==> config.mk <==
export PLATFORM = sky130hd
export DESIGN_NAME = cac_ftf_enc_seq
export DESIGN_NICKNAME = d
export VERILOG_FILES = /design/src/rtl/cac_fns_pkg.sv /design/src/rtl/cac_fns_greedy_step.sv /design/src/rtl/cac_ftf_enc_seq.sv
export SDC_FILE = /design/constraint.sdc
export NUM_CORES = 1
export LEC_CHECK = 0
export CAP_MARGIN = 20
export CELL_PAD_IN_SITES_DETAIL_PLACEMENT = 0
export CELL_PAD_IN_SITES_GLOBAL_PLACEMENT = 1
export CORE_UTILIZATION = 24
export DETAILED_ROUTE_END_ITERATION = 8
export HOLD_SLACK_MARGIN = 0.06
export PLACE_DENSITY = 0.63
export SETUP_SLACK_MARGIN = 0.2
export SLEW_MARGIN = 20
export SYNTH_ARGS = -nofsm -noshare
export SYNTH_HDL_FRONTEND = slang
export SYNTH_SLANG_ARGS = --single-unit
==> constraint.sdc <==
create_clock -name clock -period 2 [get_ports clock]
set_clock_uncertainty 0.15 [all_clocks]
set_input_delay 0.3 -clock clock [delete_from_list [all_inputs] [get_ports clock]]
set_output_delay 0.3 -clock clock [all_outputs]
set_load 0.01 [all_outputs]
==> src/rtl/cac_fns_pkg.sv <==
// Shared Fibonacci-numeral-system helpers for the FTF crosstalk-avoidance coders.
// All functions are constant-foldable so they can size ports and build weight tables.
package cac_fns_pkg;

  localparam int MAX_WIRE = 24;

  typedef enum logic [1:0] {
    IDLE = 2'd0,
    ENC  = 2'd1,
    DONE = 2'd2
  } enc_state_t;

  // fib(0)=0, fib(1)=fib(2)=1
  function automatic int fib(input int n);
    int a, b, t;
    a = 0;
    b = 1;
    for (int i = 0; i < n; i++) begin
      t = a + b;
      a = b;
      b = t;
    end
    return a;
  endfunction

  function automatic int fns_weight(input int k);
    return fib(k + 2);
  endfunction

  // pol=0 sets the odd bits, pol=1 the even bits, within the low n bits only
  function automatic logic [MAX_WIRE-1:0] ftf_mask(input int n, input logic pol);
    logic [MAX_WIRE-1:0] m;
    m = '0;
    for (int j = 0; j < n; j++) m[j] = ((j % 2) == 1) ^ pol;
    return m;
  endfunction

  // A codeword is legal when its unmasked digit vector has no two adjacent ones.
  function automatic logic ftf_legal(input logic [MAX_WIRE-1:0] code, input int n,
                                     input logic pol);
    logic [MAX_WIRE-1:0] z;
    z = code ^ ftf_mask(n, pol);
    return ((z & (z >> 1)) == '0);
  endfunction

endpackage

==> src/rtl/cac_fns_greedy_step.sv <==
// One greedy Zeckendorf digit: take the weight if the remainder still covers it.
module cac_fns_greedy_step #(
  parameter int W = 6
) (
  input  logic [W-1:0] rem_i,
  input  logic [W-1:0] weight_i,
  output logic         digit_o,
  output logic [W-1:0] rem_next_o
);

  assign digit_o    = (rem_i >= weight_i);
  assign rem_next_o = digit_o ? (rem_i - weight_i) : rem_i;

endmodule

==> src/rtl/cac_ftf_enc_seq.sv <==
// Sequential FNS encoder: greedy MSB-first digit per cycle, then FTF polarity mask.
// The codeword register only updates on entry to DONE, so TSVs see one clean transition.
module cac_ftf_enc_seq
  import cac_fns_pkg::*;
#(
  parameter  int N_WIRE = 8,
  localparam int DATA_W = $clog2(fib(N_WIRE + 2))
) (
  input  logic              clock,
  input  logic              reset,
  input  logic              in_valid,
  output logic              in_ready,
  input  logic [DATA_W-1:0] in_data,
  input  logic              in_pol,
  output logic              out_valid,
  input  logic              out_ready,
  output logic [N_WIRE-1:0] out_code,
  output logic              out_err
);

  localparam int                KW    = $clog2(N_WIRE);
  localparam logic [DATA_W:0]   LIMIT = (DATA_W + 1)'(fib(N_WIRE + 2));
  localparam logic [N_WIRE-1:0] MASK0 = N_WIRE'(ftf_mask(N_WIRE, 1'b0));
  localparam logic [N_WIRE-1:0] MASK1 = ~MASK0;

  enc_state_t        state_q, state_d;
  logic [DATA_W-1:0] rem_q, rem_d;
  logic [N_WIRE-1:0] z_q, z_d, z_fin;
  logic [KW-1:0]     k_q, k_d;
  logic              pol_q, pol_d;
  logic [N_WIRE-1:0] code_q, code_d;
  logic              err_q, err_d;

  logic [N_WIRE-1:0][DATA_W-1:0] wts;
  logic                          digit;
  logic [DATA_W-1:0]             rem_nxt;

  for (genvar g = 0; g < N_WIRE; g++) begin : g_wt
    assign wts[g] = DATA_W'(fns_weight(g));
  end

  cac_fns_greedy_step #(.W(DATA_W)) u_step (
    .rem_i      (rem_q),
    .weight_i   (wts[k_q]),
    .digit_o    (digit),
    .rem_next_o (rem_nxt)
  );

  always_comb begin
    z_fin        = z_q;
    z_fin[k_q]   = digit;
  end

  always_comb begin
    state_d = state_q;
    rem_d   = rem_q;
    z_d     = z_q;
    k_d     = k_q;
    pol_d   = pol_q;
    code_d  = code_q;
    err_d   = err_q;
    case (state_q)
      IDLE: begin
        if (in_valid) begin
          pol_d = in_pol;
          // Out-of-range words skip encoding; the previous codeword stays on the wires.
          if ({1'b0, in_data} >= LIMIT) begin
            err_d   = 1'b1;
            state_d = DONE;
          end else begin
            rem_d   = in_data;
            z_d     = '0;
            k_d     = KW'(N_WIRE - 1);
            state_d = ENC;
          end
        end
      end
      ENC: begin
        z_d   = z_fin;
        rem_d = rem_nxt;
        if (k_q == '0) begin
          state_d = DONE;
          code_d  = z_fin ^ (pol_q ? MASK1 : MASK0);
        end else begin
          k_d = k_q - KW'(1);
        end
      end
      DONE: begin
        if (out_ready) begin
          state_d = IDLE;
          err_d   = 1'b0;
        end
      end
      default: state_d = IDLE;
    endcase
  end

  always_ff @(posedge clock) begin
    if (reset) begin
      state_q <= IDLE;
      rem_q   <= '0;
      z_q     <= '0;
      k_q     <= '0;
      pol_q   <= 1'b0;
      code_q  <= MASK0;
      err_q   <= 1'b0;
    end else begin
      state_q <= state_d;
      rem_q   <= rem_d;
      z_q     <= z_d;
      k_q     <= k_d;
      pol_q   <= pol_d;
      code_q  <= code_d;
      err_q   <= err_d;
    end
  end

  assign in_ready  = (state_q == IDLE) & ~reset;
  assign out_valid = (state_q == DONE) & ~reset;
  assign out_err   = err_q & ~reset;
  assign out_code  = code_q;

`ifndef SYNTHESIS
  // A legal input is always fully consumed by the last digit.
  always_ff @(posedge clock) begin
    if (!reset && state_q == ENC && k_q == '0) assert (rem_nxt == '0);
  end
`endif

endmodule

==> results.sh, run 1 <==
export IMPL_min_path_type="reg2reg"
export IMPL_hold_viol_final=0
export IMPL_synthFlopType="dfxtp_1"
export IMPL_drt_total_wl_um=4920
export IMPL_synth_area_per_cell_um2=8.70
export IMPL_chipWidth_um=91.1
export IMPL_ios=22
export IMPL_internal_power_mw=2.10
export IMPL_start_util=0.248
export IMPL_drv_slew=0
export IMPL_multi_input_area_mm2=0.00125
export IMPL_power_density_mw_per_mm2=1180
export IMPL_core_rowCount=32
export IMPL_root_buffer="clkbuf_8"
export IMPL_peakVddDrop_uv=409
export IMPL_die_area_mm2=0.00830
export IMPL_ys_ff_latch=35
export IMPL_synthCells=219
export IMPL_path_cells="inv_2 -> ha_4 -> fa_2 -> and2b_1 -> o31a_1 -> o22a_1 -> o21a_4 -> clkbuf_16 -> buf_6 -> a211oi_2"
export IMPL_seq_area_frac_synth=0.368
export IMPL_cp_required_ps=2060
export IMPL_cts_tree="done"
export IMPL_layout_min_cycle_time_ps=2210
export IMPL_coreArea_mm2=0.00769
export IMPL_clk_pin_slew_ps=70
export IMPL_rsz0062_at_grt="true"
export IMPL_clk_latency_ps=290
export IMPL_grt_max_degree=13
export IMPL_pwr_share_clk=0.208
export IMPL_grt_pass1_vias=1694
export IMPL_nFillCells=790
export IMPL_synth_fp_nets=239
export IMPL_synth_edff_count=0
export IMPL_async_reset_ff_frac=0
export IMPL_wire_per_inst_um=12.9
export IMPL_chipHeight_um=91.1
export IMPL_dp_slack_ps=-290
export IMPL_cts_buffer_depth=2
export IMPL_grt_overflow_total=0
export IMPL_seqPwrFrac=0.276
export IMPL_p_leak_nw=1.17
export IMPL_ff_latch_area_um2=711
export IMPL_violations="DRC, setup timing"
export IMPL_synth_cell_types=49
export IMPL_diodes=0
export IMPL_tightestPinTransition_ps=482
export IMPL_portBuffers=21
export IMPL_setup_viol=14
export IMPL_finalWorstSetupSlack_ps=-205
export IMPL_maxCapViolCount=0
export IMPL_critPathLaunchType="register"
export IMPL_switching_power_mw=1.19
export IMPL_crit_fanout=5
export IMPL_antenna_found_initial=0
export IMPL_clkSinkCount=35
export IMPL_cts_hold_buf=0
export IMPL_viasPerCell=4.51
export IMPL_drive_above_1_share=0.327
export IMPL_fmax_mhz=453
export IMPL_synth_area_mm2=0.00191
export IMPL_area_growth_pct=46.6
export IMPL_firstDrtPassIters=6
export IMPL_critPathArrivalTime_ps=2270
export IMPL_drt_iter0_drc=73
export IMPL_synth_warnings=0
export IMPL_place_hpwl_um=3720
export IMPL_vias=1714
export IMPL_slowest_stage="dfxtp_2"
export IMPL_place_congestion=0.754
export IMPL_grt_usage=0.127
export IMPL_drc=1
export IMPL_combPwrFrac=0.516
export IMPL_htreeDepth=2
export IMPL_grt_pass1_wl_um=8330
export IMPL_path_class="reg2reg"
export IMPL_swShare=0.362
export IMPL_nNetsFinal=297
export IMPL_critPathMaxStageDelay_ps=320
export IMPL_status="complete, but fails checks"
export IMPL_cp_end_kind="register"
export IMPL_slew_headroom=0.678
export IMPL_cts_made_buffers=5
export IMPL_timing_hold_ws_ps=328
export IMPL_final_antenna_net_count=0
export IMPL_fin_crit_sh=1.10
[routing by layer]
metal	up-vias	global-route usage	part of all wire
li1	895	-	-
met1	791	0.177	0.53
met2	21	0.195	0.44
met3	7	0.0151	0.016
met4	0	0.0556	0.017
met5	-	0	0
[repair_timing]
action | CTS | global route
setup endpoints to repair | 29 | 29
buffers inserted | 4 | 1
cloned | 0 | 1
resized for setup | 24 | 14
pin swaps | 16 | 6
[registers in the layout, indices dropped and copies added, names as in the netlist]
register,count
out_code,8
z_q,8
rem_q,6
u_step.weight_i,6
k_q,3
state_q,2
err_q,1
pol_q,1
[cell type report]
type                       count  share of cell area
multi-input combinational    163               0.449
timing repair buffer          60               0.191
clock inverter                 2              0.0125
tap                          102              0.0457
clock buffer                   6              0.0296
sequential                    35               0.254
inverter                      12              0.0179
[power by group through the flow]
stage | Clock, mW | Sequential, mW | Combinational (mW)
finish | 0.683 | 0.908 | 1.70
global route | 0.728 | 0.924 | 1.88
CTS | 0.693 | 0.906 | 1.61
detailed placement | 0 | 0.918 | 1.45
global placement | 0 | 0.920 | 1.46
floorplan | 0 | 0.891 | 0.975
[logic make-up (layout without fill, tap and decap cells)]
group           after synthesis  after routing  synth area share
mux                           9              9            0.0473
flops                        35             35             0.368
fa+ha+maj                     9              9            0.0630
buf+inv                      21             80            0.0460
compound gates               62             62             0.242
simple gates                 72             72             0.184
xor+xnor                     11             11            0.0506
[cells in the mapped netlist, types with 4 or more instances]
library cell   n  area (um^2)
dfxtp_1       35          701
nor2_1        27          101
nand2_1       12         45.0
a21oi_1       11         55.1
inv_1         10         37.5
nand3_1       10         50.1
o21ai_0       10         50.1
mux2i_1        9         90.1
ha_1           8          100
xor2_1         8         70.1
o21ai_1        7         35.0
clkbuf_1       6         22.5
nor2b_1        6         37.5
nor3_1         6         30.0
a22oi_1        4         30.0
o21a_1         4         30.0
[worst paths after layout]
path | startpoint | slack (ps) | cells after the start | end
worst max-delay path | rem_q[0]$_SDFFE_PP0P_ | -210 | 10 | rem_q[0]$_SDFFE_PP0P_
worst min-delay path | out_code[6]$_SDFFE_PP0P_ | 330 | 1 | out_code[6]$_SDFFE_PP0P_
worst max register to register | rem_q[0]$_SDFFE_PP0P_ | -210 | 10 | rem_q[0]$_SDFFE_PP0P_
worst min register to register | out_code[6]$_SDFFE_PP0P_ | 330 | 1 | out_code[6]$_SDFFE_PP0P_
[worst max-delay path: cells and delay by family (launching register included)]
| family | cells | cell delay (ps) |
|---|---|---|
| adders and majority gates | 2 | 310 |
| DFF | 1 | 320 |
| buffers and inverters | 3 | 320 |
| and+or+nand+nor | 1 | 180 |
| AOI/OAI and AO/OA | 4 | 840 |
[metrics by stage]
stage	total power, mW	cell area, um^2	TNS (ps)	std cells	utilization
after floorplan	1.87	1970	-993	219	-
after global placement	2.38	2510	-5160	366	0.327
after detailed placement	2.37	2510	-5190	366	0.327
after CTS	3.21	2720	-1920	378	0.353
after global routing	3.53	2790	-3970	380	0.363
final	3.29	2790	-1600	380	0.363
[placed cells by master (no fill, tap or decap), types with 3 or more instances in the layout]
cell type,n
inv_2,4
dlygate4sd2_1,7
dfxtp_1,29
xor2_1,7
o21ai_1,7
nand2_1,10
a211oi_2,4
mux2i_1,8
nand3_1,10
a31oi_1,3
inv_1,6
a21oi_1,10
ha_1,6
dfxtp_2,5
o21ai_2,3
a22oi_1,3
nor2b_1,6
nor3_1,6
nor2_1,25
nor2_2,3
clkbuf_8,6
o21ai_0,6
clkdlybuf4s50_1,13
buf_4,35
(Power assumes the default switching activity.)
==> inputs of run 2 (changes only) <==
--- a/config.mk
+++ b/config.mk
@@ -10,10 +10,12 @@
 export CELL_PAD_IN_SITES_GLOBAL_PLACEMENT = 1
 export CORE_UTILIZATION = 24
 export DETAILED_ROUTE_END_ITERATION = 8
+export GPL_ROUTABILITY_DRIVEN = 0
 export HOLD_SLACK_MARGIN = 0.06
-export PLACE_DENSITY = 0.63
+export PLACE_DENSITY = 0.62
 export SETUP_SLACK_MARGIN = 0.2
 export SLEW_MARGIN = 20
 export SYNTH_ARGS = -nofsm -noshare
 export SYNTH_HDL_FRONTEND = slang
+export SYNTH_HIERARCHICAL = 1
 export SYNTH_SLANG_ARGS = --single-unit
==> run 2 against run 1 <==
  * The flow finishes with violations (setup timing)
  * Non-clock buffer count increased by 27
  * Largest power group unchanged
  * Register-to-register slack worse by 150 ps
  * Wire length grew 20%
  * Sequential cell count unchanged
  * Via count rose by 18%
  * Clock-buffer cell count stayed put
==> results.sh, run 2 <==
export IMPL_synth_area_top_cells="dfxtp_1 33%, ha_1 5.9%, mux2_2 5.9%"
export IMPL_cts_made_buffers=5
export IMPL_internal_power_mw=2.06
export IMPL_critPathLaunchType="register"
export IMPL_peakVddDrop_uv=291
export IMPL_root_buffer="clkbuf_8"
export IMPL_critPathArrivalTime_ps=2380
export IMPL_ff_latch_area_um2=708
export IMPL_yosysTopAreaCell="dfxtp_1"
export IMPL_drive_above_1_share=0.452
export IMPL_synthCells=230
export IMPL_cts_buffer_depth=2
export IMPL_core_rowCount=33
export IMPL_htreeDepth=2
export IMPL_grt_overflow_total=0
export IMPL_grt_usage=0.139
export IMPL_mostFrequentLayoutCell="buf_4"
export IMPL_area_growth_pct=53.2
export IMPL_fin_crit_sh=1.18
export IMPL_synth_area_mm2=0.00211
export IMPL_synthTopCellsByCount="35 x dfxtp_1, 24 x nor2_1, 15 x inv_1, 11 x mux2_2, 11 x nor3_1"
export IMPL_place_hpwl_um=4150
export IMPL_cp_required_ps=2030
export IMPL_async_reset_ff_frac=0
export IMPL_layout_min_cycle_time_ps=2350
export IMPL_synth_fp_nets=252
export IMPL_ys_ff_latch=35
export IMPL_seqPwrFrac=0.270
export IMPL_synth_cell_types=60
export IMPL_p_leak_nw=1.32
export IMPL_clk_latency_ps=280
export IMPL_clk_pin_slew_ps=70
export IMPL_final_util=0.386
export IMPL_synth_top_area_frac=0.332
export IMPL_fmax_mhz=425
export IMPL_synth_warnings=6
export IMPL_setup_viol=22
export IMPL_path_class="reg2reg"
export IMPL_viasPerCell=4.87
export IMPL_synth_edff_count=0
export IMPL_portBuffers=21
export IMPL_seq_area_frac_synth=0.332
export IMPL_power_density_mw_per_mm2=992
export IMPL_antenna_found_initial=0
export IMPL_diodes=0
export IMPL_ios=22
export IMPL_drv_slew=0
export IMPL_finalWorstSetupSlack_ps=-354
export IMPL_dp_cells=391
export IMPL_rsz0062_at_grt="true"
export IMPL_final_cell_mix="60 x buf_4, 29 x dfxtp_1, 23 x nor2_1, 11 x mux2_4, 11 x clkdlybuf4s50_1"
export IMPL_start_util=0.252
export IMPL_grt_max_degree=15
export IMPL_vias=2022
export IMPL_instances_no_fill=415
export IMPL_cts_hold_buf=0
export IMPL_min_path_type="reg2reg"
export IMPL_coreArea_mm2=0.00838
export IMPL_drt_total_wl_um=5920
export IMPL_slew_headroom=0.777
export IMPL_wire_per_inst_um=14.3
export IMPL_status="complete, but fails checks"
export IMPL_yosysMostFrequentCell="dfxtp_1"
export IMPL_synthFlopType="dfxtp_1"
export IMPL_swShare=0.358
export IMPL_chipWidth_um=95.8
export IMPL_hold_viol_final=0
export IMPL_drt_iter0_drc=63
export IMPL_die_area_mm2=0.00918
export IMPL_final_antenna_net_count=0
export IMPL_nNetsFinal=333
export IMPL_setup_tns_ps=-7040
export IMPL_grt_pass1_wl_um=9890
export IMPL_pwr_share_clk=0.148
export IMPL_firstDrtPassIters=4
export IMPL_nFillCells=831
export IMPL_synth_area_per_cell_um2=9.19
export IMPL_multi_input_area_mm2=0.00154
export IMPL_cp_end_kind="register"
export IMPL_timing_hold_ws_ps=329
export IMPL_chipHeight_um=95.8
export IMPL_tightestPinTransition_ps=334
export IMPL_clkSinkCount=35
export IMPL_drc=0
export IMPL_combPwrFrac=0.582
export IMPL_crit_fanout=8
export IMPL_maxCapViolCount=0
export IMPL_switching_power_mw=1.15
export IMPL_violations="setup timing"
export IMPL_grt_pass1_vias=2081
export IMPL_cts_tree="done"
run 2: metal layers:
metal	vias to the layer above	global-route usage	wire length (um)
met5	-	0	0
met4	0	0.0423	37
met3	4	0.0276	170
met2	30	0.232	2890
met1	980	0.181	2830
li1	1008	-	-
run 2: worst max-delay path, cell delays in order (launching register included):
cell and delay (ps):
dfxtp_2 320, inv_2 70, ha_4 130, inv_2 30, fa_2 340, nand3_2 90
a31oi_2 90, o21a_2 220, nor2_4 120, buf_12 130, inv_4 50, mux2_4 280
a32oi_1 170, nor2_1 50
run 2: worst paths after layout:
path	start	slack (ps)	cells after the start	to
worst max-delay path	rem_q[0]$_SDFFE_PP0P_	-350	13	z_q[7]$_SDFFE_PP0P_
worst min-delay path	err_q$_SDFFE_PP0P_	330	2	err_q$_SDFFE_PP0P_
worst min register to register	err_q$_SDFFE_PP0P_	330	2	err_q$_SDFFE_PP0P_
worst max register to register	rem_q[0]$_SDFFE_PP0P_	-350	13	z_q[7]$_SDFFE_PP0P_
run 2: through the flow:
step / power [mW] / worst slack [ps] / instance area (um^2)
floorplan: 1.86 / -296 / 2240
global placement: 2.31 / -434 / 2850
detailed placement: 2.33 / -475 / 2850
CTS: 3.12 / -327 / 3140
global route: 3.42 / -459 / 3240
finish: 3.21 / -354 / 3240
run 2: cell type report:
| cell class | instances | share of cell area |
|---|---|---|
| Clock buffer | 6 | 0.0224 |
| Inverter | 15 | 0.0197 |
| Multi-Input combinational cell | 167 | 0.476 |
| Sequential cell | 35 | 0.219 |
| Tap cell | 105 | 0.0406 |
| Timing Repair Buffer | 87 | 0.223 |
run 2: power by group through the flow:
| stage | Sequential (mW) | Combinational, mW | Clock, mW |
|---|---|---|---|
| after floorplan | 0.855 | 1.01 | 0 |
| after global placement | 0.870 | 1.44 | 0 |
| after detailed placement | 0.873 | 1.46 | 0 |
| after CTS | 0.866 | 1.76 | 0.492 |
| after global routing | 0.878 | 2.02 | 0.518 |
| final | 0.867 | 1.87 | 0.476 |
run 2: cell families (layout without fill, tap and decap cells):
family,Yosys count,after routing,synth area share
AOI/OAI and AO/OA,51,51,0.196
xor gates and xnor gates,3,3,0.0124
adders and majority gates,11,11,0.0687
buffers and inverters,28,108,0.0616
DFF,35,35,0.332
muxes,21,21,0.107
and+or+nand+nor,81,81,0.223
run 2: timing repair:
action | 4_1_cts | 5_1_grt
setup endpoints to repair | 31 | 29
buffers inserted | 13 | 5
pin swaps | 15 | 12
resized for setup | 38 | 15
